## src/rtl/reset_ctrl.sv

```systemverilog
// Board reset sequencer: debounced button, minimum assert time and staggered
// per-domain release. Every register powers up at its reset value.
module reset_ctrl #(
  parameter int POR_CYCLES      = 32,
  parameter int NUM_DOMAINS     = 2,
  parameter int STAGGER_CYCLES  = 4,
  parameter int DEBOUNCE_CYCLES = 12000,
  parameter int BTN_ACTIVE_LOW  = 1
) (
  input  logic                   clk,
  input  logic                   reset_i,
  input  logic                   btn_i,
  output logic [NUM_DOMAINS-1:0] rst_o,
  output logic                   ready_o,
  output logic                   btn_press_o
);

  localparam int CNT_W = (POR_CYCLES      > 1) ? $clog2(POR_CYCLES)      : 1;
  localparam int S_W   = (STAGGER_CYCLES  > 1) ? $clog2(STAGGER_CYCLES)  : 1;
  localparam int K_W   = (NUM_DOMAINS     > 1) ? $clog2(NUM_DOMAINS)     : 1;
  localparam int DC_W  = (DEBOUNCE_CYCLES > 1) ? $clog2(DEBOUNCE_CYCLES) : 1;

  localparam logic [CNT_W-1:0] CNT_LAST = CNT_W'(POR_CYCLES - 1);
  localparam logic [S_W-1:0]   S_LAST   = S_W'(STAGGER_CYCLES - 1);
  localparam logic [K_W-1:0]   K_LAST   = K_W'(NUM_DOMAINS - 1);
  localparam logic [DC_W-1:0]  DC_LAST  = DC_W'(DEBOUNCE_CYCLES - 1);

  typedef enum logic [1:0] {
    ST_ASSERT  = 2'd0,
    ST_RELEASE = 2'd1,
    ST_RUN     = 2'd2
  } state_t;

  // ---------------------------------------------------------------------
  // Button front end: normalise to pressed = 1, synchronise, debounce.
  // ---------------------------------------------------------------------
  logic            btn_pressed;
  logic            sync1_q = 1'b0;
  logic            sync2_q = 1'b0;
  logic            db_q    = 1'b0;
  logic            db_d;
  logic [DC_W-1:0] dc_q    = '0;
  logic [DC_W-1:0] dc_d;
  logic            press_q = 1'b0;
  logic            press_d;

  assign btn_pressed = (BTN_ACTIVE_LOW != 0) ? ~btn_i : btn_i;

  always_comb begin
    db_d    = db_q;
    dc_d    = '0;
    press_d = 1'b0;
    if (sync2_q != db_q) begin
      if (dc_q == DC_LAST) begin
        db_d    = sync2_q;
        press_d = sync2_q;
      end else begin
        dc_d = dc_q + 1'b1;
      end
    end
  end

  always_ff @(posedge clk) begin
    if (reset_i) begin
      sync1_q <= 1'b0;
      sync2_q <= 1'b0;
      db_q    <= 1'b0;
      dc_q    <= '0;
      press_q <= 1'b0;
    end else begin
      sync1_q <= btn_pressed;
      sync2_q <= sync1_q;
      db_q    <= db_d;
      dc_q    <= dc_d;
      press_q <= press_d;
    end
  end

  // ---------------------------------------------------------------------
  // Release sequencer. Outputs are registered; the FSM only looks at the
  // registered debounced level, so nothing reaches rst_o combinationally.
  // ---------------------------------------------------------------------
  logic                   req;
  state_t                 state_q = ST_ASSERT;
  state_t                 state_d;
  logic [CNT_W-1:0]       cnt_q   = '0;
  logic [CNT_W-1:0]       cnt_d;
  logic [S_W-1:0]         s_q     = '0;
  logic [S_W-1:0]         s_d;
  logic [K_W-1:0]         k_q     = '0;
  logic [K_W-1:0]         k_d;
  logic [NUM_DOMAINS-1:0] rst_q   = '1;
  logic [NUM_DOMAINS-1:0] rst_d;
  logic                   ready_q = 1'b0;
  logic                   ready_d;

  assign req = db_q;

  always_comb begin
    state_d = state_q;
    cnt_d   = cnt_q;
    s_d     = s_q;
    k_d     = k_q;
    rst_d   = rst_q;
    ready_d = ready_q;
    case (state_q)
      ST_ASSERT: begin
        rst_d   = '1;
        ready_d = 1'b0;
        if (req) begin
          cnt_d = '0;
        end else if (cnt_q == CNT_LAST) begin
          rst_d[0] = 1'b0;
          cnt_d    = '0;
          if (NUM_DOMAINS == 1) begin
            state_d = ST_RUN;
            ready_d = 1'b1;
          end else begin
            state_d = ST_RELEASE;
            k_d     = K_W'(1);
            s_d     = '0;
          end
        end else begin
          cnt_d = cnt_q + 1'b1;
        end
      end

      ST_RELEASE: begin
        if (req) begin
          state_d = ST_ASSERT;
          rst_d   = '1;
          ready_d = 1'b0;
          cnt_d   = '0;
        end else if (s_q == S_LAST) begin
          for (int i = 0; i < NUM_DOMAINS; i++) begin
            if (k_q == K_W'(i)) rst_d[i] = 1'b0;
          end
          s_d = '0;
          if (k_q == K_LAST) begin
            state_d = ST_RUN;
            ready_d = 1'b1;
          end else begin
            k_d = k_q + 1'b1;
          end
        end else begin
          s_d = s_q + 1'b1;
        end
      end

      ST_RUN: begin
        rst_d   = '0;
        ready_d = 1'b1;
        if (req) begin
          state_d = ST_ASSERT;
          rst_d   = '1;
          ready_d = 1'b0;
          cnt_d   = '0;
        end
      end

      default: begin
        state_d = ST_ASSERT;
        rst_d   = '1;
        ready_d = 1'b0;
        cnt_d   = '0;
      end
    endcase
  end

  always_ff @(posedge clk) begin
    if (reset_i) begin
      state_q <= ST_ASSERT;
      cnt_q   <= '0;
      s_q     <= '0;
      k_q     <= '0;
      rst_q   <= '1;
      ready_q <= 1'b0;
    end else begin
      state_q <= state_d;
      cnt_q   <= cnt_d;
      s_q     <= s_d;
      k_q     <= k_d;
      rst_q   <= rst_d;
      ready_q <= ready_d;
    end
  end

  assign rst_o       = rst_q;
  assign ready_o     = ready_q;
  assign btn_press_o = press_q;

endmodule

```

## config.mk

```make
export PLATFORM = sky130hd
export DESIGN_NAME = reset_ctrl
export DESIGN_NICKNAME = d
export VERILOG_FILES = /design/src/rtl/reset_ctrl.sv
export SDC_FILE = /design/constraint.sdc
export NUM_CORES = 1
export LEC_CHECK = 0
export BUFFER_PORTS_ARGS = -buffer_cell sky130_fd_sc_hd__buf_2
export CAP_MARGIN = 30
export CORE_UTILIZATION = 40
export CTS_BUF_LIST = sky130_fd_sc_hd__clkbuf_8
export CTS_CLUSTER_SIZE = 12
export DETAILED_ROUTE_END_ITERATION = 7
export PLACE_DENSITY = 0.66
export SLEW_MARGIN = 20
export SYNTH_ARGS = -nofsm -noshare
export SYNTH_HDL_FRONTEND = slang
export SYNTH_SLANG_ARGS = --single-unit
export TNS_END_PERCENT = 100
```

## constraint.sdc

```tcl
create_clock -name clk -period 1.9 [get_ports clk]
set_input_delay 0.38 -clock clk [delete_from_list [all_inputs] [get_ports clk]]
set_output_delay 0.38 -clock clk [all_outputs]
set_load 0.01 [all_outputs]
```

==> out/results.md <==
- 4 — First-pass DRT Iterations
- 0 — final-report setup violation count
- flop — critical path launch point type
- 61.5 µm — DIE HEIGHT
- 0 — number of antenna violations at the first check in global routing
- 0 — number of inserted diodes
- 0.06 ns — post-CTS clock slew at the launch and capture registers of the worst setup and hold paths
- 15.1% — aggregate global-route resource usage
- 30 — number of different library cells in the post-synthesis netlist
- 1500 µm² — post-placement cell area
- 2 — clock tree buffer depth
- 0 — max-cap viol count
- 0.749 — final RePlAce weighted congestion
- 358 — fill cell instance count of the final layout
- 1160 µm — M1 WL
- 0 ns — Sum Neg Setup Slack
- 2.07 ns — Req. time, crit path
- 7 — Boundary Pins
- 0 — total setup buffers inserted after CTS
- 0 — Warnings, synthesis
- 1.79 ns — minimum clock period after layout
- false — setup repair after global routing missed its margin
- 12.4% — fraction of final layout cells with drive strength greater than 1
- 4.95% — proportion of synthesized area in mux cells
- 739 µm² — multi-input logic area
- 6 — Buffers on Ports
- 1610 µm² — post-route design area
- 5 — clock buffer count from CTS
- 207 — placed cell count
- 9.01 µm² — post-synthesis area per instance
- sky130_fd_sc_hd__dfxtp_1 — cell type contributing the most total cell area after synthesis
- 1060 — detailed-route via count
- 168 — total nets after synthesis
- 0 — DRC violation count after routing
- flop to flop — type of the setup path with the least slack
- 31 — number of clock sinks
- 2 — htree depth
- 43.9% — portion of synthesized cell area occupied by the leading cell type
- 11.4 µm — routed length per instance
- 0.238 ns — worst hold margin
- 157 — number of instances in the synthesized netlist
- 0.00570 ns — largest clock skew in the final design
- 2450 µm — overall routed net length
- 0.507 ns — slew of the pin with the lowest slew margin
- 1420 µm² — Synth Cell Area
- 179 — count of nets after finishing
- 1540 µW — total chip power
- 3780 µm² — die footprint
- 13.6% — Syn-to-layout area delta
- done — TritonCTS clock tree
- 559 MHz — Fmax achieved
- 955 nW/µm² — PD cells
- met4 — top sig layer
- sky130_fd_sc_hd__clkbuf_8 — clk root buf
- 215 — final standard cell count with taps included and fillers excluded
- 0% — share of async-settable or async-resettable flops after synthesis
- sky130_fd_sc_hd__dfxtp_1 — prevailing post-synth register cell
- 4 — worst-path maximum fanout
- sky130_fd_sc_hd__dfxtp_1 — library cell with the highest instance count after synthesis
- 0 — number of nets with antenna violations after routing
- 949 — via count of the first global-routing pass
- 81 µm — met3 wire length
- flop — Crit. End Element
- sky130_fd_sc_hd__dfxtp_1 (31), sky130_fd_sc_hd__nor2_1 (30), sky130_fd_sc_hd__nand2_1 (10), sky130_fd_sc_hd__xnor2_1 (10), sky130_fd_sc_hd__ha_1 (8) — top cells by instance count after synthesis
- 21 — FP Rows
- simple AND/OR/NAND/NOR gates — combinational family with the most area after synthesis
- 9.90% — area share of xor/xnor cells in the synthesized design
- 61.5 µm — die extent in x
- 1.96 ns — arrival time at the worst endpoint
- 7.07% — synthesized-area fraction occupied by adder cells
- 31 — number of register bits inferred by synthesis
- 0.28 ns — clock latency of the later-clocked register in the worst-skew pair
- 4020 µm — first-pass GRT wire length
- 1760 µm — half-perimeter wire length after placement
- 0 — number of endpoints with negative hold slack in the final report
- 42.1% — initial standard-cell utilization of the core
- input pin to flop — worst min-delay path class
- 66.2% — headroom to the max-slew limit
- 0.566 mV — maximum VDD drop
- 1150 µm — met2 routed wirelength
- 0 — total congestion overflow
- 94.1% — share of the cycle needed by the critical path after routing
- 43.9% — sequential-to-total area share from yosys stat
- 0 — Post-synth EDFFs
- 623 µm² — register area
- 15 — pin count of the biggest net entering global routing
- 4.93 — number of vias per cell
- 5.39% — compound-gate portion of the synthesized area
- 3360 µm² — Floorplan Core Area
- 34 — Detailed Route Iter0 Violations
- sky130_fd_sc_hd__dfxtp_1 (44%), sky130_fd_sc_hd__nor2_1 (8.0%), sky130_fd_sc_hd__ha_1 (7.1%) — Synth area leaders
- 0.000598 µW — static power due to leakage
- 24.8% — area share of and/or/nand/nor cells after synthesis
- 0 — Slew Viols, Final
- complete, no violations — run status
==> report_power, final <==
part / total, µW / internal [µW] / switching, µW
clock: 561 / 325 / 237
combinational: 244 / 110 / 134
sequential: 730 / 696 / 34.2
==> layout make-up <==
| class | instances | area share (%) |
|---|---|---|
| clock buffer | 7 | 5.99 |
| sequential | 31 | 38.8 |
| tap | 46 | 3.58 |
| clock inverter | 1 | 0.233 |
| multi-input combinational | 115 | 46.0 |
| timing repair buffer | 9 | 4.05 |
| inverter | 6 | 1.40 |
==> critical path: stages (launching register included) <==
cell	delay [ns]
sky130_fd_sc_hd__dfxtp_1	0.41
sky130_fd_sc_hd__inv_1	0.09
sky130_fd_sc_hd__ha_1	0.24
sky130_fd_sc_hd__nor2b_1	0.16
sky130_fd_sc_hd__a222oi_1	0.48
sky130_fd_sc_hd__mux2i_1	0.24
sky130_fd_sc_hd__nor2_1	0.06
==> metrics by stage <==
step                      utilization, %  setup WS, ns
after global placement              44.7         0.199
after floorplan                        -         0.262
final                               47.8         0.112
after global routing                47.8       0.00678
after CTS                           47.7         0.104
after detailed placement            44.7        0.0988
==> registers in the layout, summed over array words and instances, names as in the netlist <==
| name | count |
|---|---|
| k_q | 1 |
| dc_q | 14 |
| rst_o | 2 |
| cnt_q | 5 |
| db_q | 1 |
| ready_o | 1 |
| state_q | 2 |
| s_q | 2 |
| sync2_q | 1 |
| btn_press_o | 1 |
| sync1_q | 1 |
==> logic make-up (layout without fill, tap and decap cells) <==
group	Yosys count	after routing
multiplexers	7	7
flip-flops	31	31
buffers and inverters	11	23
adder cells (fa/ha/maj)	8	8
XOR/XNOR	16	16
AND/OR/NAND/NOR	72	72
AO/OA/AOI/OAI	12	12
==> what timing repair did <==
action,CTS,global route
gates resized for setup,0,3
hold buffers,0,0
endpoints found under the setup margin,0,1
==> cell usage in the layout (no fill, tap or decap) <==
cell	n
sky130_fd_sc_hd__dfxtp_1	29
sky130_fd_sc_hd__and3_1	1
sky130_fd_sc_hd__o21ai_0	3
sky130_fd_sc_hd__a21oi_1	5
sky130_fd_sc_hd__nand3_1	6
sky130_fd_sc_hd__nor2b_1	3
sky130_fd_sc_hd__o21bai_1	1
sky130_fd_sc_hd__inv_1	7
sky130_fd_sc_hd__xnor2_1	10
sky130_fd_sc_hd__nor4_2	1
sky130_fd_sc_hd__ha_1	7
sky130_fd_sc_hd__and4_1	1
sky130_fd_sc_hd__mux2i_1	7
sky130_fd_sc_hd__a211o_1	1
sky130_fd_sc_hd__nand2b_1	4
sky130_fd_sc_hd__buf_12	1
sky130_fd_sc_hd__or3_1	1
sky130_fd_sc_hd__dfxtp_2	2
sky130_fd_sc_hd__buf_4	2
sky130_fd_sc_hd__a222oi_1	1
sky130_fd_sc_hd__buf_2	6
sky130_fd_sc_hd__nor2_1	30
sky130_fd_sc_hd__ha_2	1
sky130_fd_sc_hd__and3_2	1
sky130_fd_sc_hd__xor2_1	6
sky130_fd_sc_hd__or4b_1	1
sky130_fd_sc_hd__nand4_1	5
sky130_fd_sc_hd__a221o_1	1
sky130_fd_sc_hd__nand2_1	10
sky130_fd_sc_hd__nor3_1	5
sky130_fd_sc_hd__clkbuf_8	7
sky130_fd_sc_hd__and2_1	1
sky130_fd_sc_hd__nor4_1	2
==> per-layer routing <==
layer	up-vias	track usage, %
li1	549	-
met1	496	17.8
met2	9	23.0
met3	6	6.30
met4	0	8.57
met5	-	0
==> final timing paths <==
kind | start | end | slack [ns] | cells after the start
worst max register to register | state_q[1]$_SDFFE_PP0P_ | state_q[0]$_SDFFE_PP0P_ | 0.11 | 6
worst max-delay path | state_q[1]$_SDFFE_PP0P_ | state_q[0]$_SDFFE_PP0P_ | 0.11 | 6
worst min-delay path | btn_i | sync1_q$_SDFF_PP0_ | 0.24 | 2
worst min register to register | sync1_q$_SDFF_PP0_ | sync2_q$_SDFF_PP0_ | 0.45 | 1
Power figures use the tool's default switching activity.
